==> config.mk <==
export PLATFORM = sky130hd
export DESIGN_NAME = sc_branch_eval
export DESIGN_NICKNAME = d
export VERILOG_FILES = /design/src/rtl/sc_branch_eval.sv
export SDC_FILE = /design/constraint.sdc
export NUM_CORES = 1
export LEC_CHECK = 0
export ABC_AREA = 1
export CAP_MARGIN = 30
export CORE_AREA = 2 2 97 122
export DETAILED_ROUTE_END_ITERATION = 16
export DIE_AREA = 0 0 99 124
export PLACE_DENSITY = 0.63
export SLEW_MARGIN = 30
export SYNTH_ARGS = -nofsm -noshare
export SYNTH_HDL_FRONTEND = slang
export SYNTH_SLANG_ARGS = --single-unit
==> constraint.sdc <==
create_clock -name SC_BranchEval_CLOCK_50 -period 1.2 [get_ports SC_BranchEval_CLOCK_50]
set_clock_uncertainty 0.1 [all_clocks]
set_input_delay 0.36 -clock SC_BranchEval_CLOCK_50 [delete_from_list [all_inputs] [get_ports SC_BranchEval_CLOCK_50]]
set_output_delay 0.36 -clock SC_BranchEval_CLOCK_50 [all_outputs]
set_load 0.02 [all_outputs]
==> src/rtl/sc_branch_eval.sv <==
// SPARC Bicc branch evaluator: condition decode, target computation, delay-slot tracking and PC redirect.
// Optional statistics counters are enabled by defining SC_BRANCH_EVAL_STATS_EN.
module sc_branch_eval #(
    parameter int DATAWIDTH_PC    = 32,
    parameter int DATAWIDTH_DISP  = 22,
    parameter int DATAWIDTH_FLAGS = 4,
    parameter int STATS_WIDTH     = 16
) (
    input  logic                       SC_BranchEval_CLOCK_50,
    input  logic                       SC_BranchEval_RESET_InHigh,
    input  logic [DATAWIDTH_FLAGS-1:0] SC_BranchEval_Flags,
    input  logic                       SC_BranchEval_Branch,
    input  logic [3:0]                 SC_BranchEval_Cond,
    input  logic                       SC_BranchEval_AnnulBit,
    input  logic [DATAWIDTH_DISP-1:0]  SC_BranchEval_Disp,
    input  logic [DATAWIDTH_PC-1:0]    SC_BranchEval_PC,
    input  logic                       SC_BranchEval_Advance,
    output logic                       SC_BranchEval_Taken,
    output logic [DATAWIDTH_PC-1:0]    SC_BranchEval_Target,
    output logic                       SC_BranchEval_AnnulSlot,
    output logic                       SC_BranchEval_Redirect,
    output logic                       SC_BranchEval_Busy,
    output logic                       SC_BranchEval_Error
`ifdef SC_BRANCH_EVAL_STATS_EN
    ,
    output logic [STATS_WIDTH-1:0]     SC_BranchEval_TakenCount,
    output logic [STATS_WIDTH-1:0]     SC_BranchEval_NotTakenCount
`endif
);

    localparam int EXT_W = DATAWIDTH_PC - DATAWIDTH_DISP;

    typedef enum logic [0:0] {
        ST_IDLE = 1'b0,
        ST_SLOT = 1'b1
    } state_t;

    state_t                  state_q, state_d;
    logic                    taken_q, taken_d;
    logic [DATAWIDTH_PC-1:0] target_q, target_d;
    logic                    annul_q, annul_d;
    logic                    redirect_q, redirect_d;
    logic                    busy_q, busy_d;
    logic                    error_q, error_d;

    logic                    cond_s;
    logic                    capture_s;
    logic [DATAWIDTH_PC-1:0] disp_ext_s;
    logic [DATAWIDTH_PC-1:0] offset_s;
    logic [DATAWIDTH_PC-1:0] target_s;

    // Flags are packed {N,Z,V,C}; the upper half of the cond space is the complement of the lower half.
    function automatic logic eval_cond(input logic [3:0] cond, input logic [3:0] flags);
        logic n, z, v, c, base;
        n = flags[3];
        z = flags[2];
        v = flags[1];
        c = flags[0];
        case (cond[2:0])
            3'd0:    base = 1'b0;
            3'd1:    base = z;
            3'd2:    base = z | (n ^ v);
            3'd3:    base = n ^ v;
            3'd4:    base = c | z;
            3'd5:    base = c;
            3'd6:    base = n;
            3'd7:    base = v;
            default: base = 1'b0;
        endcase
        return cond[3] ? ~base : base;
    endfunction

    assign cond_s     = eval_cond(SC_BranchEval_Cond, SC_BranchEval_Flags[3:0]);
    assign disp_ext_s = {{EXT_W{SC_BranchEval_Disp[DATAWIDTH_DISP-1]}}, SC_BranchEval_Disp};
    assign offset_s   = {disp_ext_s[DATAWIDTH_PC-3:0], 2'b00};
    assign target_s   = SC_BranchEval_PC + offset_s;
    assign capture_s  = (state_q == ST_IDLE) && SC_BranchEval_Branch;

    // Next-state and registered-output logic for the delay-slot FSM.
    always_comb begin
        state_d    = state_q;
        taken_d    = taken_q;
        target_d   = target_q;
        annul_d    = annul_q;
        redirect_d = 1'b0;
        error_d    = error_q;
        case (state_q)
            ST_IDLE: begin
                // Advance in this cycle belongs to the branch itself, so it does not end a slot.
                if (SC_BranchEval_Branch) begin
                    taken_d  = cond_s;
                    target_d = target_s;
                    annul_d  = SC_BranchEval_AnnulBit & (~cond_s | (SC_BranchEval_Cond == 4'b1000));
                    state_d  = ST_SLOT;
                end else begin
                    annul_d  = 1'b0;
                    state_d  = ST_IDLE;
                end
            end
            ST_SLOT: begin
                if (SC_BranchEval_Branch) begin
                    error_d = 1'b1;
                end else begin
                    error_d = error_q;
                end
                if (SC_BranchEval_Advance) begin
                    redirect_d = taken_q;
                    annul_d    = 1'b0;
                    state_d    = ST_IDLE;
                end else begin
                    state_d    = ST_SLOT;
                end
            end
            default: begin
                annul_d = 1'b0;
                state_d = ST_IDLE;
            end
        endcase
        busy_d = (state_d == ST_SLOT);
    end

    // State and output registers.
    always_ff @(posedge SC_BranchEval_CLOCK_50 or posedge SC_BranchEval_RESET_InHigh) begin
        if (SC_BranchEval_RESET_InHigh) begin
            state_q    <= ST_IDLE;
            taken_q    <= 1'b0;
            target_q   <= {DATAWIDTH_PC{1'b0}};
            annul_q    <= 1'b0;
            redirect_q <= 1'b0;
            busy_q     <= 1'b0;
            error_q    <= 1'b0;
        end else begin
            state_q    <= state_d;
            taken_q    <= taken_d;
            target_q   <= target_d;
            annul_q    <= annul_d;
            redirect_q <= redirect_d;
            busy_q     <= busy_d;
            error_q    <= error_d;
        end
    end

    assign SC_BranchEval_Taken     = taken_q;
    assign SC_BranchEval_Target    = target_q;
    assign SC_BranchEval_AnnulSlot = annul_q;
    assign SC_BranchEval_Redirect  = redirect_q;
    assign SC_BranchEval_Busy      = busy_q;
    assign SC_BranchEval_Error     = error_q;

`ifdef SC_BRANCH_EVAL_STATS_EN
    logic [STATS_WIDTH-1:0] tcount_q;
    logic [STATS_WIDTH-1:0] ncount_q;

    // Saturating per-decision branch counters, cleared only by reset.
    always_ff @(posedge SC_BranchEval_CLOCK_50 or posedge SC_BranchEval_RESET_InHigh) begin
        if (SC_BranchEval_RESET_InHigh) begin
            tcount_q <= {STATS_WIDTH{1'b0}};
            ncount_q <= {STATS_WIDTH{1'b0}};
        end else begin
            if (capture_s && cond_s && (tcount_q != {STATS_WIDTH{1'b1}})) begin
                tcount_q <= tcount_q + {{(STATS_WIDTH-1){1'b0}}, 1'b1};
            end else begin
                tcount_q <= tcount_q;
            end
            if (capture_s && !cond_s && (ncount_q != {STATS_WIDTH{1'b1}})) begin
                ncount_q <= ncount_q + {{(STATS_WIDTH-1){1'b0}}, 1'b1};
            end else begin
                ncount_q <= ncount_q;
            end
        end
    end

    assign SC_BranchEval_TakenCount    = tcount_q;
    assign SC_BranchEval_NotTakenCount = ncount_q;
`else
    logic unused_capture_s;
    assign unused_capture_s = capture_s;
`endif

endmodule

==> results_dict.tcl <==
set metrics [dict create \
    max_stage_delay_ps 330 \
    cp_common_cell "nand2_4" \
    cts_tree "done" \
    cp.arrival_ps 1750 \
    path_max_fanout 4 \
    ant_nets 0 \
    numPortBuffers 103 \
    path_buf_inv 2 \
    placed_cells 932 \
    hold_viol 0 \
    synth.top_cell.area_share 0.267 \
    hold_end "SC_BranchEval_Target[2]" \
    ys_types 32 \
    cellPowerDensity_nw_per_um2 1060 \
    fin_crit_sh 1.39 \
    synth_area_um2 3680 \
    hold_class "in -> reg" \
    worst-r2r-cell-count 7 \
    worstSetupPathType "in -> reg" \
    rrSetupSlack_ps -150 \
    area_delta_synth_final_pct 108 \
    rsz0062_at_grt "yes" \
    synth_area_leaders "nand2_1, dfrtp_1, inv_1" \
    power.leakage_nw 4.02 \
    antenna_found_initial 0 \
    synth_cells 615 \
    worst_pin_slew_ps 330 \
    cts.htree.levels 2 \
    cts.path.max_buffers 2 \
    num_antenna_cells 0 \
    avgSynthCellArea_um2 5.99 \
    drcViolationCount 0 \
    synth_edf_count 0 \
    io_pins 104 \
    wl_um 15300 \
    cts_sinks 37 \
    core_area_um2 11000 \
    relSlewSlack 0.779 \
    r2r-end "SC_BranchEval_Target[14]" \
    hpwl_um 10500 \
    fmax_mhz 601 \
    setup_ws_ps -465 \
    irDropWorstVdd_mv 0.669 \
    finalNonFillerCells 1001 \
    initial_utilization 0.334 \
    overflow 0 \
    cts_buffers 5 \
    ys_ff_latch 37 \
    row_count 43 \
    synth_top_cells_by_count "nand2_1, inv_1, nand3_1" \
    slew_violations 0 \
    cp_slowest_cell "nand3b_1" \
    drv_cap 0 \
    synthFlopType "dfrtp_1" \
    crit_required_ps 1280 \
    synth_top_area_cell "nand2_1" \
    drt_iter0_markers 240 \
    num_vias 4848 \
    ys_warn_count 0 \
    async_flop_share 1.00 \
    clkTransAtPathRegs_ps 60 \
    clk_latency_ps 290 \
    synthesis.nets 712 \
    run_status "complete, but fails checks" \
    path_cells "buf_6 > ha_4 > nand2_4 > inv_4 > nand2_4 > nand2_4 > nand3b_1 > nand2_1 > nand3_1 > nand3_1 > nand2_1" \
    finalSetupViolations 69 \
    violations "negative setup slack" \
    yosysMostFrequentCell "nand2_1" \
    cts_hold_buffers 0 \
    cp-start-kind "primary input" \
    drive_above_1_share 0.555 \
    r2r-start "SC_BranchEval_Busy" \
    die_w_um 99 \
    fp.dieH_um 124 \
    cts-root-buf "clkbuf_16" \
    viasPerCell 4.84 \
    worstSetupEndpointType "register" \
    cp_top_family "simple AND/OR/NAND/NOR gates" \
    min-delay-start "SC_BranchEval_Disp[0]" \
    utilization 0.694 \
    die_area_um2 12300 \
    grt_max_degree 22 \
    ys_seq_area_frac 0.252 \
    fin_nets 962 \
    grt_usage 0.242 \
    routedWlPerCell_um 15.3 \
    finalWeightedCongestion 0.948 \
    first_pass_iters 4 \
    min_delay_path_depth 4 \
    grt_pass1_vias 4995 \
    grt_pass1_wl_um 23600 \
    fin_crit_ps 1660 \
]
==> final cells by class <==
cell class | instances | area [µm²]
flip-flops and latches | 37 | 927
well taps | 135 | 169
clock inverters | 3 | 17.5
clock buffers | 5 | 125
inverters | 109 | 448
fillers | 877 | 3370
multi-input cells | 463 | 3590
repair buffers | 249 | 2380
==> cells by family after synthesis <==
kind of cell	synth area share
AOI/OAI and AO/OA	0.0619
xor gates and xnor gates	0.0262
adders and majority gates	0.104
buffers and inverters	0.122
DFF	0.252
and+or+nand+nor	0.434
==> what timing repair did <==
action | 4_1_cts | 5_1_grt
resized for setup | 649 | 99
endpoints found under the setup margin | 71 | 73
pin swaps | 140 | 75
setup buffers | 45 | 18
gates cloned | 4 | 2
endpoints found under the hold margin | 0 | 0
==> routing by layer <==
metal / GRT usage / vias to the layer above / wire (µm) / part of all wire
met5: 0 / - / 0 / 0
met2: 0.465 / 141 / 8350 / 0.55
li1: - / 2414 / - / -
met3: 0.0281 / 48 / 648 / 0.042
met1: 0.251 / 2245 / 5450 / 0.36
met4: 0.146 / 0 / 860 / 0.056
==> registers in the layout, indices dropped and copies added (netlist names) <==
register / flops
SC_BranchEval_Target: 32
SC_BranchEval_Busy: 1
SC_BranchEval_Redirect: 1
SC_BranchEval_Error: 1
SC_BranchEval_Taken: 1
SC_BranchEval_AnnulSlot: 1
==> worst min-delay path: stages <==
cell and delay (ps):
buf_6 70, ha_4 110, nand2_1 50, nand2_2 60
==> stage by stage <==
step | setup WS, ps | TNS (ps) | total power [mW] | hold slack, ps | instance area (µm²)
3_3_place_gp | -1170 | -39010 | 5.32 | 364 | 5970
3_5_place_dp | -1200 | -40070 | 5.35 | 373 | 5970
2_1_floorplan | -502 | -9550 | 3.52 | 220 | 4120
4_1_cts | -431 | -12400 | 7.62 | 277 | 7260
6_report | -465 | -13280 | 8.12 | 294 | 7660
5_1_grt | -532 | -16020 | 8.56 | 299 | 7660
==> worst max-delay path by stage <==
stage                                       from  slack (ps)                  endpoint  cells after the start
after floorplan            SC_BranchEval_Disp[0]        -500  SC_BranchEval_Target[18]                     10
after CTS                   SC_BranchEval_PC[11]        -430  SC_BranchEval_Target[13]                     10
after global placement    SC_BranchEval_Disp[10]       -1170  SC_BranchEval_Target[13]                     10
after detailed placement     SC_BranchEval_PC[2]       -1200  SC_BranchEval_Target[14]                      9
final                     SC_BranchEval_Disp[10]        -460  SC_BranchEval_Target[29]                     11
after global routing        SC_BranchEval_PC[10]        -530  SC_BranchEval_Target[29]                     11
==> cell usage in the layout (no fill, tap or decap), types with 4 or more instances in the layout <==
cell,instances
nand2_1,176
buf_4,110
buf_6,90
inv_1,80
nand2_2,54
dfrtp_1,36
nand2_4,36
nand3_1,30
ha_4,29
inv_2,17
nor2_4,17
buf_2,16
nand3_2,15
nor2_1,13
a21oi_2,13
o21ai_1,13
inv_4,9
xnor2_2,9
nand4_1,8
nand3_4,7
clkbuf_16,7
clkdlybuf4s50_1,7
clkbuf_2,7
nor2_2,5
a21oi_1,5
nor3_2,5
buf_12,5
dlygate4sd2_1,4
==> where the power goes <==
group	total, mW	internal, mW	switching [mW]
registers	1.82	1.56	0.257
logic	4.97	2.59	2.38
clock network	1.33	0.762	0.566
Power figures use the tool's default switching activity.
